**src/rtl/pwm_duty_ctrl.sv**
```systemverilog
// Duty-command sequencer for the motor PWM: clamps processor requests, slews once per period, bumper ESTOP.
// Define DUTY_RAMP_EN to slew by RAMP_STEP per period; otherwise duty jumps to target at the first boundary.
module pwm_duty_ctrl #(
  parameter int PERIOD    = 400000,
  parameter int RAMP_STEP = 8,
  parameter int MIN_DUTY  = 128,
  parameter int MAX_DUTY  = 230
) (
  input  logic       clk,
  input  logic       rst_n,
  input  logic       cmd_valid,
  output logic       cmd_ready,
  input  logic [7:0] cmd_duty,
  input  logic       bump,
  input  logic       bump_clear,
  output logic [7:0] duty,
  output logic       period_tick,
  output logic       busy,
  output logic       estop
);
  localparam int            CW    = (PERIOD > 1) ? $clog2(PERIOD) : 1;
  localparam logic [CW-1:0] LAST  = CW'(PERIOD - 1);
  localparam logic [7:0]    MIN8  = 8'(MIN_DUTY);
  localparam logic [7:0]    MAX8  = 8'(MAX_DUTY);
  localparam logic [7:0]    STEP8 = 8'(RAMP_STEP);
`ifdef DUTY_RAMP_EN
  localparam bit SLEW = 1'b1;
`else
  localparam bit SLEW = 1'b0;
`endif

  typedef enum logic [1:0] {IDLE, RAMP, ESTOP} state_t;

  state_t            state, state_n;
  logic [CW-1:0]     cnt;
  logic [7:0]        target, duty_n, target_n, clamped, stepped;
  logic signed [8:0] diff;
  logic [8:0]        mag;
  logic              boundary, xfer;

  assign boundary  = (cnt == LAST);
  assign cmd_ready = !bump && (state != ESTOP);
  assign xfer      = cmd_valid && cmd_ready;

  always_comb begin
    clamped = cmd_duty;
    if (cmd_duty < MIN8)      clamped = MIN8;
    else if (cmd_duty > MAX8) clamped = MAX8;
  end

  // 9-bit signed difference: a full step is taken only when it cannot overshoot.
  always_comb begin
    diff    = $signed({1'b0, target}) - $signed({1'b0, duty});
    mag     = diff[8] ? 9'(-diff) : 9'(diff);
    stepped = target;
    if (SLEW && (32'(mag) > RAMP_STEP))
      stepped = diff[8] ? (duty - STEP8) : (duty + STEP8);
  end

  // IDLE and RAMP share one path: a boundary step toward the old target, then retarget.
  always_comb begin
    state_n  = state;
    duty_n   = duty;
    target_n = target;
    if (bump) begin
      state_n  = ESTOP;
      duty_n   = MIN8;
      target_n = MIN8;
    end else if (state == ESTOP) begin
      if (bump_clear) state_n = IDLE;
    end else begin
      if (boundary) duty_n   = stepped;
      if (xfer)     target_n = clamped;
      state_n = (duty_n == target_n) ? IDLE : RAMP;
    end
  end

  always_ff @(posedge clk) begin
    if (!rst_n) begin
      state       <= IDLE;
      cnt         <= '0;
      duty        <= MIN8;
      target      <= MIN8;
      period_tick <= 1'b0;
      busy        <= 1'b0;
      estop       <= 1'b0;
    end else begin
      state       <= state_n;
      cnt         <= boundary ? '0 : cnt + CW'(1);
      duty        <= duty_n;
      target      <= target_n;
      period_tick <= boundary;
      busy        <= (duty_n != target_n);
      estop       <= (state_n == ESTOP);
    end
  end
endmodule

```
**config.mk**
```make
export PLATFORM = sky130hd
export DESIGN_NAME = pwm_duty_ctrl
export DESIGN_NICKNAME = d
export VERILOG_FILES = /design/src/rtl/pwm_duty_ctrl.sv
export SDC_FILE = /design/constraint.sdc
export NUM_CORES = 1
export LEC_CHECK = 0
export ABC_AREA = 1
export CAP_MARGIN = 20
export CORE_MARGIN = 2
export CORE_UTILIZATION = 30
export CTS_CLUSTER_DIAMETER = 200
export CTS_CLUSTER_SIZE = 8
export DETAILED_ROUTE_END_ITERATION = 7
export MAX_ROUTING_LAYER = met4
export PLACE_DENSITY = 0.56
export SETUP_SLACK_MARGIN = 0.3
export SYNTH_ARGS = -nofsm -noshare
export SYNTH_HDL_FRONTEND = slang
export SYNTH_SLANG_ARGS = --single-unit
```
**constraint.sdc**
```tcl
create_clock -name clk -period 1.6 [get_ports clk]
set_input_delay 0.4 -clock clk [delete_from_list [all_inputs] [get_ports clk]]
set_output_delay 0.4 -clock clk [all_outputs]
set_load 0.01 [all_outputs]
```
# After elaboration in Yosys (flattened, before gate mapping)
# Index checks and enable logic that the tools add are counted.
# op_classes
shift	0
muxes	16
magnitude_cmp	2
div	0
multipliers	0
addsub	1
n_eq_ne	6
n_reduce_logical	4
n_bitwise	1
# op_table
op	n
$mux W8	12
$add A19 B1 Y19 const B	1
$eq A19 B19 Y1 const B	1
$eq A8 B8 Y1	1
$gt A8 B8 Y1 const B	1
$lt A8 B8 Y1 const B	1
$ne A8 B8 Y1	1
$mux W2	3
$eq A2 B2 Y1 const B	2
$logic_and A1 B1 Y1	2
$ne A2 B2 Y1 const B	1
$reduce_or A2 Y1	1
$logic_not A1 Y1	1
$mux W1	1
$not A1 Y1	1
# totals
ff_bits	40
word_cells	37
memories	0
latch_bits	0
mem_bits_rw	0
rom_bits	0
inputBits	13
output_inout_bits	12

# Depth between registers and ports, before layout
# Gate-level depths: netlist (run 1).
# logic_depth
ltp_word	11
depth_mapped	16

# Least setup slack after synthesis (run 1)
# No wires, ideal clock.
# synth_timing
path_kind	register to register
startpoint	register cnt[0]
endpoint	register state[0]
synth_period_minus_slack_ns	1.666
t_required_ns	1.489
setup_time_ns	0.111
path_stages_with_launch	13
n_path_buf	1
slack_ns	-0.066
arrival_time_ns	1.554
path_cell_list	dfxtp_1 > ha_1 > inv_1 > nor3_4 > nand3_2 > buf_6 > nand2_1 > nand2_1 > xor2_1 > nor2_1 > nand3_1 > nor2_1 > nor2_1
# synth_via
elab_chain_len	8
# synth_rtl
item	line_no	rtl
start, declared	35	logic [CW-1:0] cnt;
start signal, assigned	89	cnt <= boundary ? '0 : cnt + CW'(1);
$eq A19 B19 Y1	41	assign boundary = (cnt == LAST);
$mux W8	72	if (boundary) duty_n = stepped;
$mux W8	69	end else if (state == ESTOP) begin
$mux W8	65	if (bump) begin
$eq A8 B8 Y1	74	state_n = (duty_n == target_n) ? IDLE : RAMP;
$mux W1	74	
$mux W2	69	
$mux W2	65	
end signal, assigned	88	state <= state_n;
end, declared	34	state_t state, state_n;
# No other way between the ends. The select of a mux whose other input is x is not followed.
# A chain may end at the register's enable or synchronous reset.

# Final worst setup path (run 1)
# layout_timing
startpoint	register cnt[0]
endpoint	register busy
# layout_via
elab_chain_len	7
# layout_rtl
item	line_no	rtl
$eq A19 B19 Y1	41	
$mux W8	72	
$mux W8	69	
$mux W8	65	
$mux W8	69	
$mux W8	65	
$ne A8 B8 Y1	93	busy <= (duty_n != target_n);
end signal, assigned	93	
end, declared	18	output logic busy,
# No other way between the ends. The select of a mux whose other input is x is not followed.

==> flow_metrics.env, run 1 <==
export IMPL_port_buffer_count=24
export IMPL_seq_area_frac_synth=0.3497
export IMPL_crit_fanout=3
export IMPL_slew_violations=0
export IMPL_drtAntennaViolNets=0
export IMPL_clock_path_buffers=2
export IMPL_max_stage_delay_ns=0.35
export IMPL_synth_distinct_cells=33
export IMPL_combPwrFrac=0.214
export IMPL_rsz0062_at_grt="yes"
export IMPL_die_h_um=91.37
export IMPL_worst_slack_ns=-0.2123
export IMPL_holdPathEnd="cnt[13]"
export IMPL_n_fill_cell=687
export IMPL_crit_chain="ha_4, inv_4, nor3_4, nand3_2, buf_4, nand2_1, nand3_2, nand3_1, nand2_1, nor2_2, nand2_1, nor2_1, nor2_1"
export IMPL_cp_data_required_time_ns=1.80
export IMPL_first_global_vias=2467
export IMPL_tns_ns=-2.342
export IMPL_viasPerCell=4.373
export IMPL_cts_buffers_inserted=5
export IMPL_drcViolationCount=0
export IMPL_reg2reg_slack_ns=-0.21
export IMPL_first_pass_iters=4
export IMPL_worst_setup_path_end_kind="flop"
export IMPL_critPathSlowestCell="dfxtp_2"
export IMPL_reg2reg_from="cnt[0]"
export IMPL_cts_tree="yes"
export IMPL_ys_warnings_count=0
export IMPL_die_w_um=91.37
export IMPL_worst_setup_path_start_kind="flop"
export IMPL_dp_slack_ns=-0.6224
export IMPL_powerDensity_mw_per_mm2=585.8
export IMPL_fin_nets=488
export IMPL_multi_input_area_mm2=0.001486
export IMPL_path_class="flop to flop"
export IMPL_synth_nets=358
export IMPL_max_freq_mhz=551.8
export IMPL_finalCritPeriodShare=1.133
export IMPL_grt_pass1_wl_um=10920
export IMPL_hold_path_class="flop to flop"
export IMPL_wl_per_cell_um=11.64
export IMPL_start_util=0.3123
export IMPL_drtIter0Drc=85
export IMPL_maxCapViolCount=0
export IMPL_vias=2506
export IMPL_critical_path_most_common_cell="nand2_1"
export IMPL_p_sw_mw=0.6067
export IMPL_ff_latch_area_um2=819.5
export IMPL_worst_clock_skew_ns=0.01153
export IMPL_crit_buf_inv=2
export IMPL_clk_pin_slew_worst_paths_ns=0.08
export IMPL_total_leakage_power_nw=2.040
export IMPL_grt_max_degree=17
export IMPL_area_delta_synth_final_pct=69.67
export IMPL_vdd_ir_drop_max_v=0.0003014
export IMPL_relSlewSlack=0.7769
export IMPL_clock_power_share=0.328
export IMPL_num_io_pins=25
export IMPL_die_area_mm2=0.008348
export IMPL_setup_viol=20
export IMPL_num_rows=31
export IMPL_worst_pin_slew_ns=0.3321
export IMPL_hpwl_um=4531
export IMPL_intPower_mw=1.669
export IMPL_hold_viol=0
export IMPL_critPathArrivalTime_ns=2.01
export IMPL_synth_cells=344
export IMPL_clock_sinks=40
export IMPL_syn_mean_instance_area_um2=6.656
export IMPL_yosys_register_bits=40
export IMPL_cts_root_buf="clkbuf_8"
export IMPL_whs_path_depth=2
export IMPL_h_tree_depth=2
export IMPL_reg2reg_depth=13
export IMPL_p_sw_frac=0.2666
export IMPL_clk_latency_ns=0.30
export IMPL_worstReg2RegEnd="busy"
export IMPL_track_usage=0.1661
export IMPL_layout_drive_gt1_share=0.4557
export IMPL_finalCriticalPeriod_ns=1.812
export IMPL_status="complete, but fails checks"
export IMPL_critPathTopFamily="simple AND/OR/NAND/NOR gates"
export IMPL_place_congestion=0.8426
export IMPL_violations="setup timing"
export IMPL_syn_area_mm2=0.002290
export IMPL_pwr_share_seq=0.458
export IMPL_grt_antenna_before_repair=0
export IMPL_hold_start="cnt[13]"
export IMPL_gr_total_overflow=0
export IMPL_routed_wl_um=6669
export IMPL_coreArea_mm2=0.007331
export IMPL_insertedDiodeCount=0
export IMPL_cts_hold_fix_buffers=0
metal layers:
layer,global-route usage,vias to the layer above,part of all wire
li1,-,1336,-
met1,0.1954,1132,0.44
met2,0.2864,30,0.51
met3,0.02490,8,0.026
met4,0.06187,0,0.015
met5,-,-,0
worst register-to-register path, cell delays in order (launching register included):
cell and delay [ns]:
dfxtp_2 0.35, ha_4 0.15, inv_4 0.04, nor3_4 0.25
nand3_2 0.14, buf_4 0.17, nand2_1 0.08, nand3_2 0.09
nand3_1 0.08, nand2_1 0.06, nor2_2 0.10, nand2_1 0.06
nor2_1 0.10, nor2_1 0.04
stage by stage:
step	instances	instance area, um^2	hold slack, ns	util	power, mW
final	573	3885	0.5333	0.5300	2.276
after global routing	573	3885	0.5702	0.5300	2.389
after CTS	562	3687	0.5370	0.5030	2.257
after detailed placement	537	3263	0.5131	0.4451	1.459
after global placement	537	3263	0.5018	0.4451	1.457
after floorplan	344	2347	0.4310	-	1.257
timing repair:
item | 4_1_cts | 5_1_grt
resized for setup | 92 | 38
cloned | 2 | 0
buffers inserted | 16 | 11
setup endpoints to repair | 49 | 46
pin swaps | 22 | 19
worst max-delay path by stage:
stage	start	endpoint	slack [ns]	cells after the start
3_3_place_gp	bump	busy	-0.64	12
5_1_grt	cnt[0]	state[0]	-0.38	12
2_1_floorplan	cnt[1]	state[0]	0.02	12
4_1_cts	cnt[1]	busy	-0.22	13
3_5_place_dp	bump	busy	-0.62	13
6_report	cnt[0]	busy	-0.21	13
power groups by stage:
stage,logic (mW),clock network (mW),registers [mW]
after floorplan,0.188,0,1.07
after global placement,0.392,0,1.06
after detailed placement,0.394,0,1.06
after CTS,0.446,0.768,1.04
after global routing,0.534,0.807,1.05
final,0.487,0.745,1.04
synthesized netlist by cell type:
cell | count | area [um^2]
nor4_1 | 2 | 12.51
a21oi_4 | 1 | 16.27
nor2_1 | 45 | 168.9
nand4_1 | 2 | 12.51
a21oi_1 | 9 | 45.04
o21a_1 | 2 | 15.01
nor3_1 | 4 | 20.02
clkinv_1 | 1 | 3.750
a211oi_1 | 4 | 30.03
or2_0 | 1 | 6.260
xor2_1 | 7 | 61.31
nor3_4 | 1 | 16.27
nand3b_1 | 2 | 15.01
nand2_2 | 5 | 31.28
o21ai_0 | 10 | 50.05
nand2_1 | 100 | 375.4
buf_2 | 4 | 20.02
buf_6 | 2 | 22.52
xnor2_1 | 3 | 26.28
nor2_2 | 1 | 6.260
clkbuf_1 | 2 | 7.510
or2_2 | 2 | 12.51
a21oi_2 | 1 | 8.760
nand3_1 | 28 | 140.1
nor2_8 | 1 | 20.02
nor3_2 | 2 | 20.02
inv_1 | 40 | 150.1
nand3_2 | 10 | 100.1
dfxtp_1 | 40 | 800.8
inv_2 | 8 | 30.03
o211ai_1 | 1 | 7.510
nand4_2 | 2 | 25.02
ha_1 | 1 | 12.51
state kept, by name (all words and copies together), names as in the netlist:
name	cells
busy	1
cnt	19
duty	8
estop	1
period_tick	1
state	2
stepped	8
final cells by class:
cell class              instances  share of cell area
inverters                      49             0.04928
multi-input cells             247              0.3826
repair buffers                131              0.3005
flip-flops and latches         40              0.2109
well taps                      99             0.03188
clock buffers                   7             0.02480
logic make-up (layout without fill, tap and decap cells):
kind of cell,count (synthesis),count (layout),share of synthesized area
AO/OA/AOI/OAI,28,28,0.07541
flip-flops,40,40,0.3497
AND/OR/NAND/NOR,208,208,0.4290
buffers and inverters,57,187,0.1022
XOR/XNOR,10,10,0.03825
adder cells (fa/ha/maj),1,1,0.005464
cell usage in the layout, fill, tap and decap left out, types with 8 or more instances in the layout:
master / instances
a21oi_1: 9
buf_4: 89
buf_6: 15
dfxtp_1: 27
dfxtp_2: 12
inv_1: 38
nand2_1: 75
nand2_2: 23
nand3_1: 18
nand3_2: 18
nor2_1: 39
o21ai_0: 8
Note: power is estimated with default switching activity, not from simulation.
==> run 2: changes to the inputs <==
TNS_END_PERCENT = 1   (was unset)
==> flow_metrics.env, run 2 (synthesis gave the netlist of run 1 again) <==
export IMPL_h_tree_depth=2
export IMPL_setup_viol=5
export IMPL_worst_setup_path_start_kind="flop"
export IMPL_viasPerCell=4.465
export IMPL_clock_path_buffers=2
export IMPL_first_pass_iters=4
export IMPL_first_global_vias=2402
export IMPL_insertedDiodeCount=0
export IMPL_worst_clock_skew_ns=0.01713
export IMPL_clock_sinks=40
export IMPL_hold_start="cnt[0]"
export IMPL_path_class="flop to flop"
export IMPL_critPathArrivalTime_ns=2.01
export IMPL_drtAntennaViolNets=0
export IMPL_wl_per_cell_um=11.09
export IMPL_dp_slack_ns=-0.6043
export IMPL_relSlewSlack=0.7577
export IMPL_layout_common_cells="75 x nand2_1, 66 x buf_4, 40 x nor2_1, 38 x inv_1, 31 x dfxtp_1"
export IMPL_start_util=0.3123
export IMPL_slew_violations=0
export IMPL_grt_antenna_before_repair=0
export IMPL_dpl_cell_area_mm2=0.003224
export IMPL_worst_pin_slew_ns=0.3607
export IMPL_vias=2420
export IMPL_fin_nets=456
export IMPL_worst_slack_ns=-0.2050
export IMPL_total_leakage_power_nw=1.855
export IMPL_clk_latency_ns=0.30
export IMPL_track_usage=0.1565
export IMPL_reg2reg_from="cnt[1]"
export IMPL_cts_root_buf="clkbuf_8"
export IMPL_violations="setup timing"
export IMPL_worst_setup_path_end_kind="flop"
export IMPL_grt_pass1_wl_um=10340
export IMPL_fin_area_mm2=0.003543
export IMPL_drtIter0Drc=71
export IMPL_startpoint="cnt[1]"
export IMPL_max_freq_mhz=554.0
export IMPL_area_delta_synth_final_pct=54.75
export IMPL_layout_drive_gt1_share=0.4063
export IMPL_finalCritPeriodShare=1.128
export IMPL_vdd_ir_drop_max_v=0.0003733
export IMPL_n_fill_cell=723
export IMPL_cts_hold_fix_buffers=0
export IMPL_whs_path_depth=2
export IMPL_final_common_cell="nand2_1"
export IMPL_reg2reg_depth=12
export IMPL_status="complete, but fails checks"
export IMPL_power_total_mw=2.366
export IMPL_hpwl_um=4473
export IMPL_largest_reg_flops=19
export IMPL_maxCapViolCount=0
export IMPL_cts_buffers_inserted=5
export IMPL_cts_tree="yes"
export IMPL_rsz0062_at_grt="yes"
export IMPL_hold_viol=0
export IMPL_gr_total_overflow=0
export IMPL_cp_data_required_time_ns=1.81
export IMPL_port_buffer_count=24
export IMPL_num_rows=31
export IMPL_powerDensity_mw_per_mm2=667.7
export IMPL_hold_path_class="flop to flop"
export IMPL_routed_wl_um=6009
export IMPL_clk_pin_slew_worst_paths_ns=0.08
export IMPL_grt_max_degree=18
export IMPL_coreArea_mm2=0.007331
export IMPL_regMostFlops="cnt"
export IMPL_finalCriticalPeriod_ns=1.805
export IMPL_die_h_um=91.37
export IMPL_place_congestion=0.8812
export IMPL_crit_fanout=3
export IMPL_drcViolationCount=0
export IMPL_hold_slack_ns=0.5318
export IMPL_die_w_um=91.37
export IMPL_die_area_mm2=0.008348
export IMPL_num_io_pins=25
[run 2: cell count changes in the layout (fill, tap and decap cells not counted), sizes merged]
cell,previous run,this run
bufbuf,2,0
buf,107,77
clkbuf,7,9
clkdlybuf4s15,13,7
dlymetal6s2s,0,4
bufinv,0,1
[run 2: final cells by class]
type	count	area [um^2]	share of cell area
multi-input combinational	247	1444	0.4075
timing repair buffer	99	850.8	0.2401
sequential	40	812.0	0.2292
inverter	49	186.4	0.05261
tap	99	123.9	0.03496
clock buffer	7	96.34	0.02719
clock inverter	1	30.03	0.008475
[run 2: path summary, 6_finish.rpt]
path                            slack, ns  endpoint
worst max-delay path                -0.20  state[0]
worst min-delay path                 0.53    cnt[0]
worst max register to register      -0.20  state[0]
worst min register to register       0.53    cnt[0]
[run 2: routing by layer]
metal  GRT usage  wire (um)
met4     0.05682         97
met1      0.1916       2789
met5           -          0
met3     0.02573        227
met2      0.2599       2893
[run 2: metrics by stage]
stage / std cells / utilization / setup TNS, ns
after floorplan: 344 / - / 0
after global placement: 532 / 0.4398 / -4.463
after detailed placement: 532 / 0.4398 / -5.118
after CTS: 542 / 0.4685 / -0.8748
after global routing: 542 / 0.4834 / -2.408
final: 542 / 0.4834 / -0.5375
[run 2: worst max-delay path, stage by stage, from the launching register on]
cell and delay (ns):
dfxtp_2 0.35, ha_4 0.14, inv_2 0.04, nor3_4 0.21, nand3_2 0.17, buf_6 0.16, nand2_2 0.07, nand2_2 0.05
xor2_1 0.14, nor2_1 0.13, nand3_1 0.09, nor2_1 0.12, nor2_1 0.04
[run 2: where the power goes]
group	leakage, nW	internal (mW)	switching [mW]
registers	0.328	1.02	0.0193
clock network	0.0645	0.551	0.367
logic	1.46	0.198	0.206
[run 2: timing repair]
item                       in CTS  in global routing
pin swaps                      17                 20
setup buffers                   2                  0
gates resized for setup        58                 47
setup endpoints to repair      51                 44
